## src/rtl/arith_seq_ctrl.sv

```systemverilog
// arith_seq_ctrl: runs wide add/subtract operations one nibble at a time through a shared 4-bit mux/adder unit.
// Optional feature macro ARITH_SEQ_OVF_EN builds the signed-overflow flag; without it ovf is tied low.
module arith_seq_ctrl #(
  parameter int NIBBLES       = 4,
  parameter int SETTLE_CYCLES = 1
) (
  input  logic                 clk,
  input  logic                 rst_n,
  input  logic                 start,
  input  logic [1:0]           op,
  input  logic                 cin_in,
  input  logic [4*NIBBLES-1:0] opa,
  input  logic [4*NIBBLES-1:0] opb,
  output logic                 busy,
  output logic                 done,
  output logic [4*NIBBLES-1:0] result,
  output logic                 cout,
  output logic                 ovf,
  output logic [3:0]           alu_a,
  output logic [3:0]           alu_b,
  output logic [1:0]           alu_s,
  output logic                 alu_cin,
  input  logic [3:0]           alu_d,
  input  logic                 alu_cout
);
  localparam logic [2:0] IDX_LAST = 3'(NIBBLES - 1);
  localparam logic [3:0] CNT_INIT = 4'(SETTLE_CYCLES - 1);

  typedef enum logic [1:0] {IDLE = 2'd0, SETTLE = 2'd1, DONE = 2'd2} state_t;

  state_t               state_q, state_d;
  logic [2:0]           idx_q, idx_d;
  logic [3:0]           cnt_q, cnt_d;
  logic                 carry_q, carry_d;
  logic [1:0]           op_q, op_d;
  logic [4*NIBBLES-1:0] opa_q, opa_d;
  logic [4*NIBBLES-1:0] opb_q, opb_d;
  logic [4*NIBBLES-1:0] result_q, result_d;
  logic                 cout_q, cout_d;

  logic accept, capture, last_nib;

  assign accept   = (state_q == IDLE) && start;
  assign capture  = (state_q == SETTLE) && (cnt_q == 4'd0);
  assign last_nib = (idx_q == IDX_LAST);

  always_comb begin
    state_d  = state_q;
    idx_d    = idx_q;
    cnt_d    = cnt_q;
    carry_d  = carry_q;
    op_d     = op_q;
    opa_d    = opa_q;
    opb_d    = opb_q;
    result_d = result_q;
    cout_d   = cout_q;
    case (state_q)
      IDLE: begin
        if (accept) begin
          opa_d    = opa;
          opb_d    = opb;
          op_d     = op;
          carry_d  = cin_in;
          idx_d    = 3'd0;
          cnt_d    = CNT_INIT;
          result_d = '0;
          cout_d   = 1'b0;
          state_d  = SETTLE;
        end
      end
      SETTLE: begin
        if (!capture) begin
          cnt_d = cnt_q - 4'd1;
        end else begin
          for (int i = 0; i < NIBBLES; i++) begin
            if (idx_q == 3'(i)) result_d[4*i +: 4] = alu_d;
          end
          carry_d = alu_cout;
          if (last_nib) begin
            cout_d  = alu_cout;
            state_d = DONE;
          end else begin
            idx_d = idx_q + 3'd1;
            cnt_d = CNT_INIT;
          end
        end
      end
      DONE:    state_d = IDLE;
      default: state_d = IDLE;
    endcase
  end

  always_ff @(posedge clk or negedge rst_n) begin
    if (!rst_n) begin
      state_q  <= IDLE;
      idx_q    <= 3'd0;
      cnt_q    <= 4'd0;
      carry_q  <= 1'b0;
      op_q     <= 2'd0;
      opa_q    <= '0;
      opb_q    <= '0;
      result_q <= '0;
      cout_q   <= 1'b0;
    end else begin
      state_q  <= state_d;
      idx_q    <= idx_d;
      cnt_q    <= cnt_d;
      carry_q  <= carry_d;
      op_q     <= op_d;
      opa_q    <= opa_d;
      opb_q    <= opb_d;
      result_q <= result_d;
      cout_q   <= cout_d;
    end
  end

  // Unit inputs come straight from registers so they stay glitch-free for the whole settle window.
  always_comb begin
    alu_a = 4'd0;
    alu_b = 4'd0;
    for (int i = 0; i < NIBBLES; i++) begin
      if (idx_q == 3'(i)) begin
        alu_a = opa_q[4*i +: 4];
        alu_b = opb_q[4*i +: 4];
      end
    end
  end

  assign alu_s   = op_q;
  assign alu_cin = carry_q;
  assign busy    = (state_q != IDLE);
  assign done    = (state_q == DONE);
  assign result  = result_q;
  assign cout    = cout_q;

`ifdef ARITH_SEQ_OVF_EN
  logic ovf_q, ovf_d, y_msb;

  always_comb begin
    case (op_q)
      2'b00:   y_msb = opb_q[4*NIBBLES-1];
      2'b01:   y_msb = ~opb_q[4*NIBBLES-1];
      2'b10:   y_msb = 1'b0;
      default: y_msb = 1'b1;
    endcase
    ovf_d = ovf_q;
    if (accept) begin
      ovf_d = 1'b0;
    end else if (capture && last_nib) begin
      ovf_d = (opa_q[4*NIBBLES-1] == y_msb) && (alu_d[3] != opa_q[4*NIBBLES-1]);
    end
  end

  always_ff @(posedge clk or negedge rst_n) begin
    if (!rst_n) ovf_q <= 1'b0;
    else        ovf_q <= ovf_d;
  end

  assign ovf = ovf_q;
`else
  assign ovf = 1'b0;
`endif

endmodule

```

## config.mk

```make
export PLATFORM = sky130hd
export DESIGN_NAME = arith_seq_ctrl
export DESIGN_NICKNAME = d
export VERILOG_FILES = /design/src/rtl/arith_seq_ctrl.sv
export SDC_FILE = /design/constraint.sdc
export NUM_CORES = 1
export LEC_CHECK = 0
export ABC_CLOCK_PERIOD_IN_PS = 3550
export BUFFER_PORTS_ARGS = -buffer_cell sky130_fd_sc_hd__buf_2
export CAP_MARGIN = 20
export CORE_ASPECT_RATIO = 0.5
export CORE_UTILIZATION = 56
export DETAILED_ROUTE_END_ITERATION = 10
export GPL_TIMING_DRIVEN = 0
export PLACE_DENSITY = 0.84
export SETUP_SLACK_MARGIN = 0.15
export SYNTH_ARGS = -nofsm -noshare
export SYNTH_HDL_FRONTEND = slang
export SYNTH_SLANG_ARGS = --single-unit
```

## constraint.sdc

```tcl
create_clock -name clk -period 3.55 [get_ports clk]
set_input_delay 0 -clock clk [delete_from_list [all_inputs] [get_ports clk]]
set_output_delay 0 -clock clk [all_outputs]
set_load 0.02 [all_outputs]
```

==> results of run 1 <==
## kinds of logic after synthesis
group                      Yosys count  synth area share
AOI/OAI and AO/OA                   53             0.134
buffers and inverters               33            0.0522
and+or+nand+nor                    147             0.222
muxes                                8            0.0281
other                                1           0.00132
DFF                                 61             0.536
adders and majority gates            6            0.0263
## stage by stage
stage | hold slack, ns | cell area (um^2) | cells | power [mW]
floorplan | -0.296 | 2850 | 309 | 2.14
global route | 0.176 | 3950 | 505 | 3.65
global placement | 0.189 | 3290 | 447 | 2.53
detailed placement | 0.0252 | 3310 | 448 | 2.61
CTS | 0.155 | 3950 | 505 | 3.36
finish | 0.166 | 3950 | 505 | 3.44
## state kept, by name, indices dropped and copies added, names as in the netlist
name / cells
opa_q: 16
cnt_q: 4
cout: 1
alu_s: 2
state_q: 2
result: 16
opb_q: 16
alu_cin: 1
idx_q: 3
## worst max-delay path: cells and delay by family (launching register included)
kind | cells | cell delay (ns)
AOI/OAI and AO/OA | 2 | 0.40
buffers and inverters | 4 | 1.09
adders and majority gates | 1 | 0.20
DFF | 1 | 0.46
## layer usage
layer | routed length, um | up-vias | GRT usage
li1 | - | 1292 | -
met1 | 3290 | 1390 | 0.408
met2 | 4150 | 177 | 0.611
met3 | 695 | 41 | 0.109
met4 | 293 | 0 | 0.197
met5 | 0 | - | 0
## power groups by stage
stage               sequential (mW)  clock, mW  combinational, mW
floorplan                      1.24          0              0.898
global placement               1.16          0               1.37
detailed placement             1.19          0               1.42
CTS                            1.18      0.698               1.48
global route                   1.23      0.736               1.68
finish                         1.20      0.700               1.54
## cell type report
type                    count  area [um^2]
multi-input cells         215         1170
well taps                  66         82.6
flip-flops and latches     61         1530
clock inverters             7         98.8
plain buffers              20          100
repair buffers            114          791
inverters                  13         48.8
fillers                   234          691
clock buffers               9          124
## timing repair
item,4_1_cts,5_1_grt
endpoints found under the hold margin,75,0
endpoints found under the setup margin,0,0
hold buffers,41,0
## worst paths after layout
path                            from          to  depth (start not counted)
min                            rst_n    alu_s[0]                          2
min in group clk               start  state_q[0]                          3
max reg2reg                 idx_q[1]   result[4]                          6
max in group asynchronous      rst_n   result[2]                          3
max                         idx_q[0]    alu_a[3]                          7
min reg2reg                opb_q[13]   opb_q[13]                          2
## placed cells by master (no fill, tap or decap), types with 2 or more instances in the layout
cell type / Yosys / layout
a211oi_1: 2 / 2
a221o_1: 2 / 2
a221oi_1: 8 / 8
a22o_1: 8 / 8
and3_1: 4 / 4
buf_1: 3 / 3
buf_2: 5 / 77
buf_6: 2 / 2
bufinv_16: 0 / 2
clkbuf_1: 9 / 9
clkbuf_8: 0 / 9
clkinv_4: 0 / 2
dfrtp_1: 61 / 61
dlygate4sd3_1: 0 / 41
ha_1: 6 / 6
inv_1: 13 / 13
mux2i_1: 8 / 8
nand2_1: 120 / 120
nand2b_1: 2 / 2
nand3_1: 3 / 3
nand3b_1: 3 / 3
nor2_1: 2 / 2
nor2b_1: 4 / 4
nor3b_1: 2 / 2
o2111ai_1: 2 / 2
o211ai_1: 2 / 2
o21ai_0: 18 / 18
o21bai_1: 2 / 2
o22ai_1: 2 / 2
==> qor.yml, run 1 <==
power:
  p_seq_frac: 0.349
  p_int_mw: 1.96
  p_sw_frac: 0.431
  clock_power_share: 0.203
  leakagePower_nw: 2.03
  peakVddDrop_v: 0.000445
  p_sw_mw: 1.48
  combPwrFrac: 0.448
  p_per_area_nw_per_um2: 872
outcome:
  status: "complete, no violations"
global_routing:
  grt_max_degree: 39
  grt_pass1_vias: 2920
  grt_pass1_wl_um: 13600
  antenna_found_initial: 0
  grt_overflow: 0
  grt_usage: 0.357
sta:
  max_freq_mhz: 399
  worst_pin_slew_ns: 0.695
  postLayoutSetupSlackWorst_ns: 1.04
  setup_violations: 0
  fin_crit_ns: 2.51
  slew_headroom: 0.535
  rsz0062_at_grt: "false"
  timing.final.crit_share: 0.706
  hold_viol: 0
  finClkSkew_ns: 0.00521
  drv_slew: 0
  tns_ns: 0
synthesis:
  ys_async_sr_fraction: 1.00
  syn_nets: 358
  syn_inst: 309
  ys.flop_type: "dfrtp_1"
  ys_seq_elements: 61
  yosysSeqAreaShare: 0.536
  synth_top_area_frac: 0.536
  syn_area_per_cell_um2: 9.22
  synth_cell_type_count: 41
  synthTopCellsByCount: "nand2_1 (120), dfrtp_1 (61), o21ai_0 (18)"
  synth_area_leaders: "dfrtp_1 (54%), nand2_1 (16%), o21ai_0 (3.2%)"
  synth_edf_count: 0
  syn_area_um2: 2850
  synth_top_area_cell: "dfrtp_1"
  synth.most_common_cell: "nand2_1"
  ys.warnings.count: 0
die:
  die_x_um: 103
  dieHeight_um: 52.4
  core-area_um2: 4640
  row_count: 17
  start_util: 0.615
  io_pins: 74
  design.die.area_um2: 5400
worst_setup_path:
  slowest_delay_ns: 0.47
  cp_cell_sequence: "inv_1 > ha_1 > clkbuf_1 > inv_1 > o21ai_0 > o21ai_0 > buf_2"
  slowest_stage: "clkbuf_1"
  path_class: "flop to primary output"
  cp_data_required_time_ns: 3.55
  start_kind: "flop"
  crit_fanout: 10
  crit_path_end_kind: "primary output"
  critical_path_arrival_ns: 2.51
  r2r_setup_slack_ns: 1.56
route:
  via_count: 2900
  final_antenna_net_count: 0
  via_per_inst: 5.74
  drc: 0
  first_pass_iters: 5
  wl_per_cell_um: 16.7
  drtIter0Drc: 164
  wirelength_um: 8430
clock_network:
  clk_path_buf_depth: 2
  clock-sinks: 61
  clk_latency_ns: 0.35
  cts_resized: 0
  numCtsBuffers: 9
  postCtsSetupBuffers: 0
  clock-root-buffer: "clkbuf_8"
  clk_pin_slew_ns: 0.07
  htreeDepth: 3
  cts_tree: "built"
placed_design:
  routabilityCongestion: 0.825
  dp_hpwl_um: 4920
  post-place-ws_ns: 1.56
  port-buffer-count: 72
layout:
  fin_nets: 483
  drive_gt1_frac: 0.232
  diodes: 0
  syn_to_final_growth_pct: 38.5
  post-route-util: 0.851
run:
  drv_cap: 0
worst_hold_path:
  hold_path_class: "input port to asynchronous set/reset pin"
Power figures use the tool's default switching activity.
==> run 2, diff against run 1 <==
--- a/config.mk
+++ b/config.mk
@@ -5,14 +5,14 @@
 export SDC_FILE = /design/constraint.sdc
 export NUM_CORES = 1
 export LEC_CHECK = 0
-export ABC_CLOCK_PERIOD_IN_PS = 3550
+export ABC_CLOCK_PERIOD_IN_PS = 2500
 export BUFFER_PORTS_ARGS = -buffer_cell sky130_fd_sc_hd__buf_2
 export CAP_MARGIN = 20
 export CORE_ASPECT_RATIO = 0.5
-export CORE_UTILIZATION = 56
+export CORE_UTILIZATION = 52
 export DETAILED_ROUTE_END_ITERATION = 10
 export GPL_TIMING_DRIVEN = 0
-export PLACE_DENSITY = 0.84
+export PLACE_DENSITY = 0.79
 export SETUP_SLACK_MARGIN = 0.15
 export SYNTH_ARGS = -nofsm -noshare
 export SYNTH_HDL_FRONTEND = slang
==> constraint.sdc (replaced) <==
create_clock -name clk -period 2.5 [get_ports clk]
set_input_delay 0 -clock clk [delete_from_list [all_inputs] [get_ports clk]]
set_output_delay 0 -clock clk [all_outputs]
set_load 0.02 [all_outputs]
==> qor.yml, run 2 (synthesized netlist as in run 1, its figures left out) <==
placed_design:
  routabilityCongestion: 0.824  # -0.12%
  post-place-ws_ns: 0.543  # -1.02 ns
  dp_hpwl_um: 4950  # +0.50%
  port-buffer-count: 72  # unchanged
route:
  wirelength_um: 8010  # -4.9%
  via_per_inst: 5.48  # -4.5%
  drc: 0  # unchanged
  drtIter0Drc: 151  # -7.9%
  via_count: 2790  # -3.8%
  first_pass_iters: 4  # -1
  wl_per_cell_um: 15.7  # -5.7%
  final_antenna_net_count: 0  # unchanged
clock_network:
  postCtsSetupBuffers: 0  # unchanged
  clk_latency_ns: 0.35  # about the same
  numCtsBuffers: 9  # unchanged
  cts_tree: "built"
  clk_pin_slew_ns: 0.07  # about the same
  htreeDepth: 3  # unchanged
  clk_path_buf_depth: 2  # unchanged
  clock-sinks: 61  # unchanged
  clock-root-buffer: "clkbuf_8"
power:
  p_int_mw: 2.71  # +38%
  leakagePower_nw: 2.03  # -0.17%
  combPwrFrac: 0.457  # +0.009
  p_sw_mw: 2.00  # +35%
  peakVddDrop_v: 0.000661  # +49%
  p_seq_frac: 0.357  # +0.008
  clock_power_share: 0.186  # -0.017
  p_sw_frac: 0.425  # -0.00593
  p_per_area_nw_per_um2: 1200  # +38%
layout:
  layout_commonest_cell: "nand2_1"
  post-route-util: 0.772  # -0.0794
  layout_common_cells: "nand2_1 (120), buf_2 (77), dfrtp_1 (61)"
  fin_nets: 483  # unchanged
  diodes: 0  # unchanged
  syn_to_final_growth_pct: 37.8
  drive_gt1_frac: 0.237  # +0.00456
worst_setup_path:
  critical_path_arrival_ns: 2.25  # -0.26 ns
  crit_family: "adder cells"
  cp_data_required_time_ns: 2.50  # -1.05 ns
  r2r_setup_slack_ns: 0.56  # -1.00 ns
  slowest_stage: "dfrtp_1"
  path_class: "flop to primary output"
  start_kind: "flop"
  r2r-end: "idx_q[2]"
  crit_fanout: 8  # -2
  crit_start: "idx_q[0]"
  cp_num_buf_inv: 1  # -3
  cp_cell_sequence: "ha_1 > ha_1 > nor2_2 > o21ai_0 > o21ai_0 > buf_2"
  ff2ff_path_depth: 6  # unchanged
  rr_startpoint: "cnt_q[0]"
  slowest_delay_ns: 0.43  # -0.04 ns
  crit_path_end_kind: "primary output"
global_routing:
  grt_usage: 0.301  # -0.0562
  grt_max_degree: 40  # +2.6%
  antenna_found_initial: 0  # unchanged
  grt_pass1_wl_um: 12700  # -6.5%
  grt_pass1_vias: 2750  # -5.8%
  grt_overflow: 0  # unchanged
sta:
  finClkSkew_ns: 0.00844  # +0.00323 ns
  timing.final.crit_share: 0.900
  max_freq_mhz: 445
  hold_viol: 0  # unchanged
  setup_violations: 0  # unchanged
  worst_pin_slew_ns: 0.673  # -0.0229 ns
  drv_slew: 0  # unchanged
  fin_crit_ns: 2.25
  rsz0062_at_grt: "false"
  slew_headroom: 0.551  # +0.0153
  tns_ns: 0  # unchanged
  postLayoutSetupSlackWorst_ns: 0.251  # -0.793 ns
run:
  drv_cap: 0  # unchanged
die:
  row_count: 18  # +1
  start_util: 0.560  # -0.0547
  io_pins: 74  # unchanged
  die_x_um: 107  # +3.7%
  core-area_um2: 5090  # +9.8%
  design.die.area_um2: 5800  # +7.5%
  dieHeight_um: 54.4  # +3.6%
worst_hold_path:
  min_from: "start"
  hold_path_class: "input port to flop"
  min_to: "cnt_q[3]"
  hold_depth: 4
outcome:
  status: "complete, no violations"
-- run 2: changes by cell type in the layout (fill, tap and decap cells not counted), sizes merged --
cell,delta
clkbuf,+3
bufinv,-1
clkinv,-1
inv,-1
-- run 2: layout make-up --
cell class / instances / area, um^2
well taps: 70 / 87.6
plain buffers: 20 / 104
multi-input cells: 215 / 1180
clock inverters: 4 / 47.5
fillers: 359 / 1160
clock buffers: 12 / 145
inverters: 13 / 48.8
flip-flops and latches: 61 / 1530
repair buffers: 114 / 791
-- run 2: worst max-delay path by stage --
| stage | to | slack (ns) | cells after the start |
|---|---|---|---|
| detailed placement | result[4] | 0.54 | 6 |
| finish | alu_a[2] | 0.25 | 6 |
| global placement | alu_b[1] | 0.52 | 7 |
| global route | alu_a[2] | 0.17 | 6 |
| CTS | alu_a[2] | 0.19 | 6 |
| floorplan | result[10] | 0.72 | 6 |
-- run 2: metal layers --
layer  part of all wire  vias up  track usage
li1                   -     1288            -
met1               0.42     1345        0.361
met2               0.50      136        0.519
met3              0.062       21       0.0833
met4              0.020        0        0.153
met5                  0        -            0
-- run 2: timing repair --
item                                   CTS  global route
hold buffers                            41             0
resized for setup                        1             5
setup endpoints to repair                3             8
endpoints found under the hold margin   74             0
-- run 2: worst min-delay path, cell delays in order --
cell	delay (ns)
buf_2	0.10
o21bai_1	0.11
a21oi_1	0.13
o22ai_1	0.09
-- run 2: power groups by stage --
stage / logic (mW) / clock network [mW] / registers [mW]
2_1_floorplan: 1.28 / 0 / 1.77
3_3_place_gp: 1.95 / 0 / 1.65
3_5_place_dp: 2.03 / 0 / 1.69
4_1_cts: 2.10 / 0.890 / 1.67
5_1_grt: 2.37 / 0.930 / 1.72
6_report: 2.15 / 0.874 / 1.68
-- run 2: metrics by stage --
stage	hold WS [ns]	std cells	area (um^2)	power [mW]
after global placement	0.190	451	3300	3.60
final	0.134	509	3930	4.71
after detailed placement	0.0108	452	3320	3.72
after CTS	0.0909	509	3920	4.66
after global routing	0.197	509	3930	5.03
after floorplan	-0.296	309	2850	3.04
